===== src/rtl/cnn_acc_requant_23s_14s.sv =====
// ---------------------------------------------------------------------------
// cnn_acc_requant_23s_14s
//
// Accumulates one kernel window of signed multiplier products onto a bias.
// The sum is then rounded (half up), arithmetically shifted and saturated
// back to the signed activation format, with optional ReLU. The result is
// presented on a valid/ready interface.
//
// Ports:
//   ap_clk    in   clock, rising edge
//   ap_rst_n  in   asynchronous active-low reset
//   s_valid   in   product valid
//   s_ready   out  block accepts a product (ACC state)
//   s_prod    in   signed product, PROD_WIDTH bits
//   bias      in   signed bias, sampled with the first product of a window
//   relu_en   in   clamp negative results to zero, sampled in RND
//   m_valid   out  result valid (OUT state)
//   m_ready   in   downstream accepts the result
//   m_data    out  signed requantized result, OUT_WIDTH bits
//   sat_o     out  sticky flag, set when any result saturated
// ---------------------------------------------------------------------------
module cnn_acc_requant_23s_14s #(
  parameter int PROD_WIDTH = 23,
  parameter int ACC_WIDTH  = 32,
  parameter int OUT_WIDTH  = 14,
  parameter int NUM_TERMS  = 9,
  parameter int SHIFT      = 8
) (
  input  logic                         ap_clk,
  input  logic                         ap_rst_n,
  input  logic                         s_valid,
  output logic                         s_ready,
  input  logic signed [PROD_WIDTH-1:0] s_prod,
  input  logic signed [OUT_WIDTH-1:0]  bias,
  input  logic                         relu_en,
  output logic                         m_valid,
  input  logic                         m_ready,
  output logic signed [OUT_WIDTH-1:0]  m_data,
  output logic                         sat_o
);

  localparam int CNT_W = (NUM_TERMS > 1) ? $clog2(NUM_TERMS) : 1;
  localparam logic [CNT_W-1:0] C_LAST = CNT_W'(NUM_TERMS - 1);

  // Rounding constant 2^(SHIFT-1) and the output range limits, all at
  // accumulator width so comparisons happen before any truncation.
  localparam logic signed [ACC_WIDTH-1:0] C_HALF =
    {{(ACC_WIDTH-1){1'b0}}, 1'b1} << (SHIFT - 1);
  localparam logic signed [ACC_WIDTH-1:0] C_OMAX =
    {{(ACC_WIDTH-OUT_WIDTH+1){1'b0}}, {(OUT_WIDTH-1){1'b1}}};
  localparam logic signed [ACC_WIDTH-1:0] C_OMIN =
    {{(ACC_WIDTH-OUT_WIDTH+1){1'b1}}, {(OUT_WIDTH-1){1'b0}}};

  typedef enum logic [1:0] {
    ST_ACC = 2'd0,
    ST_RND = 2'd1,
    ST_OUT = 2'd2
  } state_t;

  state_t                        r_state;
  logic [CNT_W-1:0]              r_cnt;
  logic signed [ACC_WIDTH-1:0]   r_acc;
  logic signed [OUT_WIDTH-1:0]   r_mdata;
  logic                          r_sat;

  logic signed [ACC_WIDTH-1:0]   w_prod_ext;
  logic signed [ACC_WIDTH-1:0]   w_bias_ext;
  logic signed [ACC_WIDTH-1:0]   w_bias_sh;
  logic signed [ACC_WIDTH-1:0]   w_rnd;
  logic signed [OUT_WIDTH-1:0]   w_satv;
  logic signed [OUT_WIDTH-1:0]   w_res;
  logic                          w_clip;
  logic                          w_hs;

  // Round half up, then drop SHIFT fractional bits.
  function automatic logic signed [ACC_WIDTH-1:0] f_round(
    input logic signed [ACC_WIDTH-1:0] a
  );
    return (a + C_HALF) >>> SHIFT;
  endfunction

  function automatic logic f_clips(input logic signed [ACC_WIDTH-1:0] a);
    return (a > C_OMAX) || (a < C_OMIN);
  endfunction

  function automatic logic signed [OUT_WIDTH-1:0] f_sat(
    input logic signed [ACC_WIDTH-1:0] a
  );
    if (a > C_OMAX) begin
      return C_OMAX[OUT_WIDTH-1:0];
    end else if (a < C_OMIN) begin
      return C_OMIN[OUT_WIDTH-1:0];
    end else begin
      return a[OUT_WIDTH-1:0];
    end
  endfunction

  // Handshake flags come straight from the registered state.
  assign s_ready = (r_state == ST_ACC);
  assign m_valid = (r_state == ST_OUT);
  assign m_data  = r_mdata;
  assign sat_o   = r_sat;

  assign w_hs       = s_valid && (r_state == ST_ACC);
  assign w_prod_ext = {{(ACC_WIDTH-PROD_WIDTH){s_prod[PROD_WIDTH-1]}}, s_prod};
  assign w_bias_ext = {{(ACC_WIDTH-OUT_WIDTH){bias[OUT_WIDTH-1]}}, bias};
  assign w_bias_sh  = w_bias_ext <<< SHIFT;

  // Requantization path; ReLU follows saturation so a ReLU clamp alone
  // never contributes to the sticky saturation flag.
  assign w_rnd  = f_round(r_acc);
  assign w_clip = f_clips(w_rnd);
  assign w_satv = f_sat(w_rnd);
  assign w_res  = (relu_en && w_satv[OUT_WIDTH-1]) ? '0 : w_satv;

  always_ff @(posedge ap_clk or negedge ap_rst_n) begin
    if (!ap_rst_n) begin
      r_state <= ST_ACC;
      r_cnt   <= '0;
      r_acc   <= '0;
      r_mdata <= '0;
      r_sat   <= 1'b0;
    end else begin
      case (r_state)
        // Accumulate one window; first product seeds the bias.
        ST_ACC: begin
          if (w_hs) begin
            if (r_cnt == '0) begin
              r_acc <= w_bias_sh + w_prod_ext;
            end else begin
              r_acc <= r_acc + w_prod_ext;
            end
            if (r_cnt == C_LAST) begin
              r_cnt   <= '0;
              r_state <= ST_RND;
            end else begin
              r_cnt <= r_cnt + CNT_W'(1);
            end
          end
        end
        // Register the requantized result.
        ST_RND: begin
          r_mdata <= w_res;
          if (w_clip) begin
            r_sat <= 1'b1;
          end
          r_state <= ST_OUT;
        end
        // Hold the result until downstream takes it.
        ST_OUT: begin
          if (m_ready) begin
            r_state <= ST_ACC;
          end
        end
        default: begin
          r_state <= ST_ACC;
        end
      endcase
    end
  end

endmodule


===== config.mk =====
export PLATFORM = sky130hd
export DESIGN_NAME = cnn_acc_requant_23s_14s
export DESIGN_NICKNAME = d
export VERILOG_FILES = /design/src/rtl/cnn_acc_requant_23s_14s.sv
export SDC_FILE = /design/constraint.sdc
export NUM_CORES = 1
export LEC_CHECK = 0
export BUFFER_PORTS_ARGS = -buffer_cell sky130_fd_sc_hd__buf_2
export CAP_MARGIN = 30
export CORE_AREA = 2 2 101 93
export DETAILED_ROUTE_END_ITERATION = 8
export DIE_AREA = 0 0 103 95
export PLACE_DENSITY = 0.77
export REMOVE_ABC_BUFFERS = 1
export SLEW_MARGIN = 0
export SYNTH_ARGS = -nofsm -noshare
export SYNTH_HDL_FRONTEND = slang
export SYNTH_SLANG_ARGS = --single-unit

===== constraint.sdc =====
create_clock -name ap_clk -period 3.4 [get_ports ap_clk]
set_input_delay 0.34 -clock ap_clk [delete_from_list [all_inputs] [get_ports ap_clk]]
set_output_delay 0.34 -clock ap_clk [all_outputs]
set_load 0.01 [all_outputs]

==> results_dict.tcl <==
set metrics [dict create \
    synth_xor_area_share_pct 8.54 \
    fp.dieW_um 103 \
    area_delta_synth_final_pct 8.79 \
    root_buffer "clkbuf_8" \
    hold_viol 0 \
    synth.mux.area_fraction_pct 0.195 \
    core_area_um2 8840 \
    drv_slew 0 \
    required_ps 3620 \
    rsz0062_at_grt "false" \
    peakVddDrop_mv 0.394 \
    drc 0 \
    worstSkewPairLatency_ps 330 \
    fin_skew_ps 8.07 \
    ys_seq_area_share_pct 25.9 \
    path_max_fanout 3 \
    synth_edf_count 0 \
    final_area_um2 5580 \
    num_rows 33 \
    cts_resized 0 \
    power_density_nw_per_um2 847 \
    mostFrequentLayoutCells "nor2_1, nand2_1, buf_2, dfrtp_1, a21oi_1" \
    synth_top_family_by_area "compound AO/OA/AOI/OAI gates" \
    share_seq_of_total_power_pct 27.9 \
    netlist_area_um2 5120 \
    p_total_mw 4.73 \
    antenna_cells 0 \
    postCtsSetupBuffers 0 \
    path_cells "ha_1 -> inv_1 -> fa_1 -> nor2b_1 -> o31a_1 -> o21bai_1 -> a311oi_1 -> nor2_1 -> o21ai_0 -> a21boi_1 -> xnor2_1 -> a221o_1" \
    drtPass1Iterations 5 \
    grt_pass1_vias 4446 \
    post-place-ws_ps 300 \
    internal_power_mw 2.43 \
    initial_core_util_pct 58.0 \
    nNetsFinal 763 \
    drive_above_1_share_pct 15.2 \
    postLayoutCoreUtil_pct 63.1 \
    io_pins 59 \
    yosysWarnings 0 \
    setup_tns_ps 0 \
    max_stage_delay_ps 390 \
    routedWlPerCell_um 15.7 \
    relSlewSlack_pct 50.9 \
    synthArstFlopShare_pct 100 \
    hpwl_um 9640 \
    cp_data_arrival_time_ps 3310 \
    synth-seq-cells 53 \
    combPwrFrac_pct 63.5 \
    synth-simple-area-share_pct 22.5 \
    crit_buf_inv 1 \
    grt_max_degree 42 \
    synth_cell_type_count 68 \
    numCtsBuffers 5 \
    synthAdderAreaFrac_pct 12.7 \
    drtIter0Drc 295 \
    worstMarginPinSlew_ps 737 \
    period_needed_ps 3090 \
    power_leakage_nw 2.53 \
    die_h_um 95 \
    globalplace.congestion 0.953 \
    cp-end-kind "flop" \
    drtAntennaViolNets 0 \
    hold_slack_ps 40.3 \
    placed_area_um2 5480 \
    setup_ws_ps 313 \
    max_clock_freq_mhz 324 \
    critPathLaunchType "flop" \
    synth-compound-area-share_pct 26.3 \
    cts_hold_buf 0 \
    path_clk_slew_ps 110 \
    htree_levels 2 \
    cts_buffer_depth 2 \
    final_common_cell "nor2_1" \
    status "complete, no violations" \
    worst_path_max_delay_cell "a311oi_1" \
    routed_wl_um 12400 \
    finalCritPeriodShare_pct 90.8 \
    io_buffers 58 \
    crit_type "reg -> reg" \
    dp_cells 785 \
    dieArea_um2 9790 \
    grt_pass1_wl_um 20800 \
    hold_path.class "in -> async" \
    dr_total_vias 4783 \
    setup_viol 0 \
    stdcell_count 793 \
    ys.flop_type "dfrtp_1" \
    p_sw_mw 2.29 \
    cpLargestDelayFamily "compound AO/OA/AOI/OAI gates" \
    grtUsageTotal_pct 26.8 \
    swShare_pct 48.6 \
    p_clk_share_pct 8.5 \
    syn_area_per_cell_um2 8.19 \
    cts_tree "yes" \
    vias_per_cell 6.03 \
    antenna_found_initial 0 \
    maxCapViolations 0 \
    cts_sinks 53 \
    grt_overflow 0 \
    synthCells 626 \
]
==> sequential cells by signal, indices dropped and copies added (netlist names) <==
signal   flops
sat_o        1
r_acc       32
r_cnt        4
r_state      2
m_data      14
==> area by class of cell <==
class	count	area [um^2]
Clock buffer	5	68.8
Timing Repair Buffer	64	335
Inverter	16	60.1
Sequential cell	53	1330
Clock inverter	3	28.8
Fill cell	788	3260
Multi-Input combinational cell	530	3600
Tap cell	122	153
==> per-layer routing <==
layer  GRT usage [%]  share of wire, %  routed length, um
met1            37.9                47               5890
met2            43.3                46               5690
met3            3.63               5.3                664
met4            6.80               1.5                186
met5               0                 0                  0
==> worst reg2reg max path, delay by kind of cell (launching register included) <==
family,cells,cell delay [ps]
AOI/OAI and AO/OA,6,1490
adders and majority gates,2,540
and+or+nand+nor,2,370
DFF,1,360
xor gates and xnor gates,1,140
buffers and inverters,1,60
==> power groups by stage <==
stage / clock [mW] / sequential, mW / combinational, mW
after floorplan: 0 / 1.25 / 2.28
after global placement: 0 / 1.30 / 2.88
after detailed placement: 0 / 1.33 / 2.95
after CTS: 0.410 / 1.31 / 2.98
after global routing: 0.433 / 1.37 / 3.38
final: 0.404 / 1.32 / 3.00
==> worst paths after layout <==
check / from / endpoint / slack, ps / cells past startpoint
setup / recovery: r_acc[0] / r_acc[24] / 310 / 12
hold / removal: ap_rst_n / r_acc[6] / 40 / 1
setup reg to reg: r_acc[0] / r_acc[24] / 310 / 12
hold reg to reg: sat_o / sat_o / 490 / 1
max in group asynchronous: ap_rst_n / r_acc[29] / 2570 / 2
min in group ap_clk: m_ready / r_state[1] / 200 / 2
==> synth_stat cells (5+ instances only) <==
cell      number  area (um^2)
and2_1         7         43.8
o22ai_2        8          100
nand2_1       59          221
inv_1         16         60.1
o22ai_1        6         37.5
ha_1          49          613
xnor2_1       22          193
o21ai_0       42          210
clkbuf_1      20         75.1
nor3_1        15         75.1
nor2b_1        8         50.1
dfrtp_1       53         1330
nor2_1        64          240
o21a_1        10         75.1
or3_1          5         31.3
nand2b_1       7         43.8
nand3_1       19         95.1
and3_1        13         81.3
xor2_1        28          245
o21bai_1       6         45.0
a21o_1        16          120
a221o_1        9         90.1
a31oi_1       11         68.8
a21oi_1       51          255
==> logic make-up (layout without fill, tap and decap cells) <==
family                   after synthesis  in the layout
AO/OA/AOI/OAI                        200            200
XOR/XNOR                              50             50
adder cells (fa/ha/maj)               51             51
buffers and inverters                 43             88
flip-flops                            53             53
multiplexers                           1              1
AND/OR/NAND/NOR                      228            228
Power figures use the tool's default switching activity.
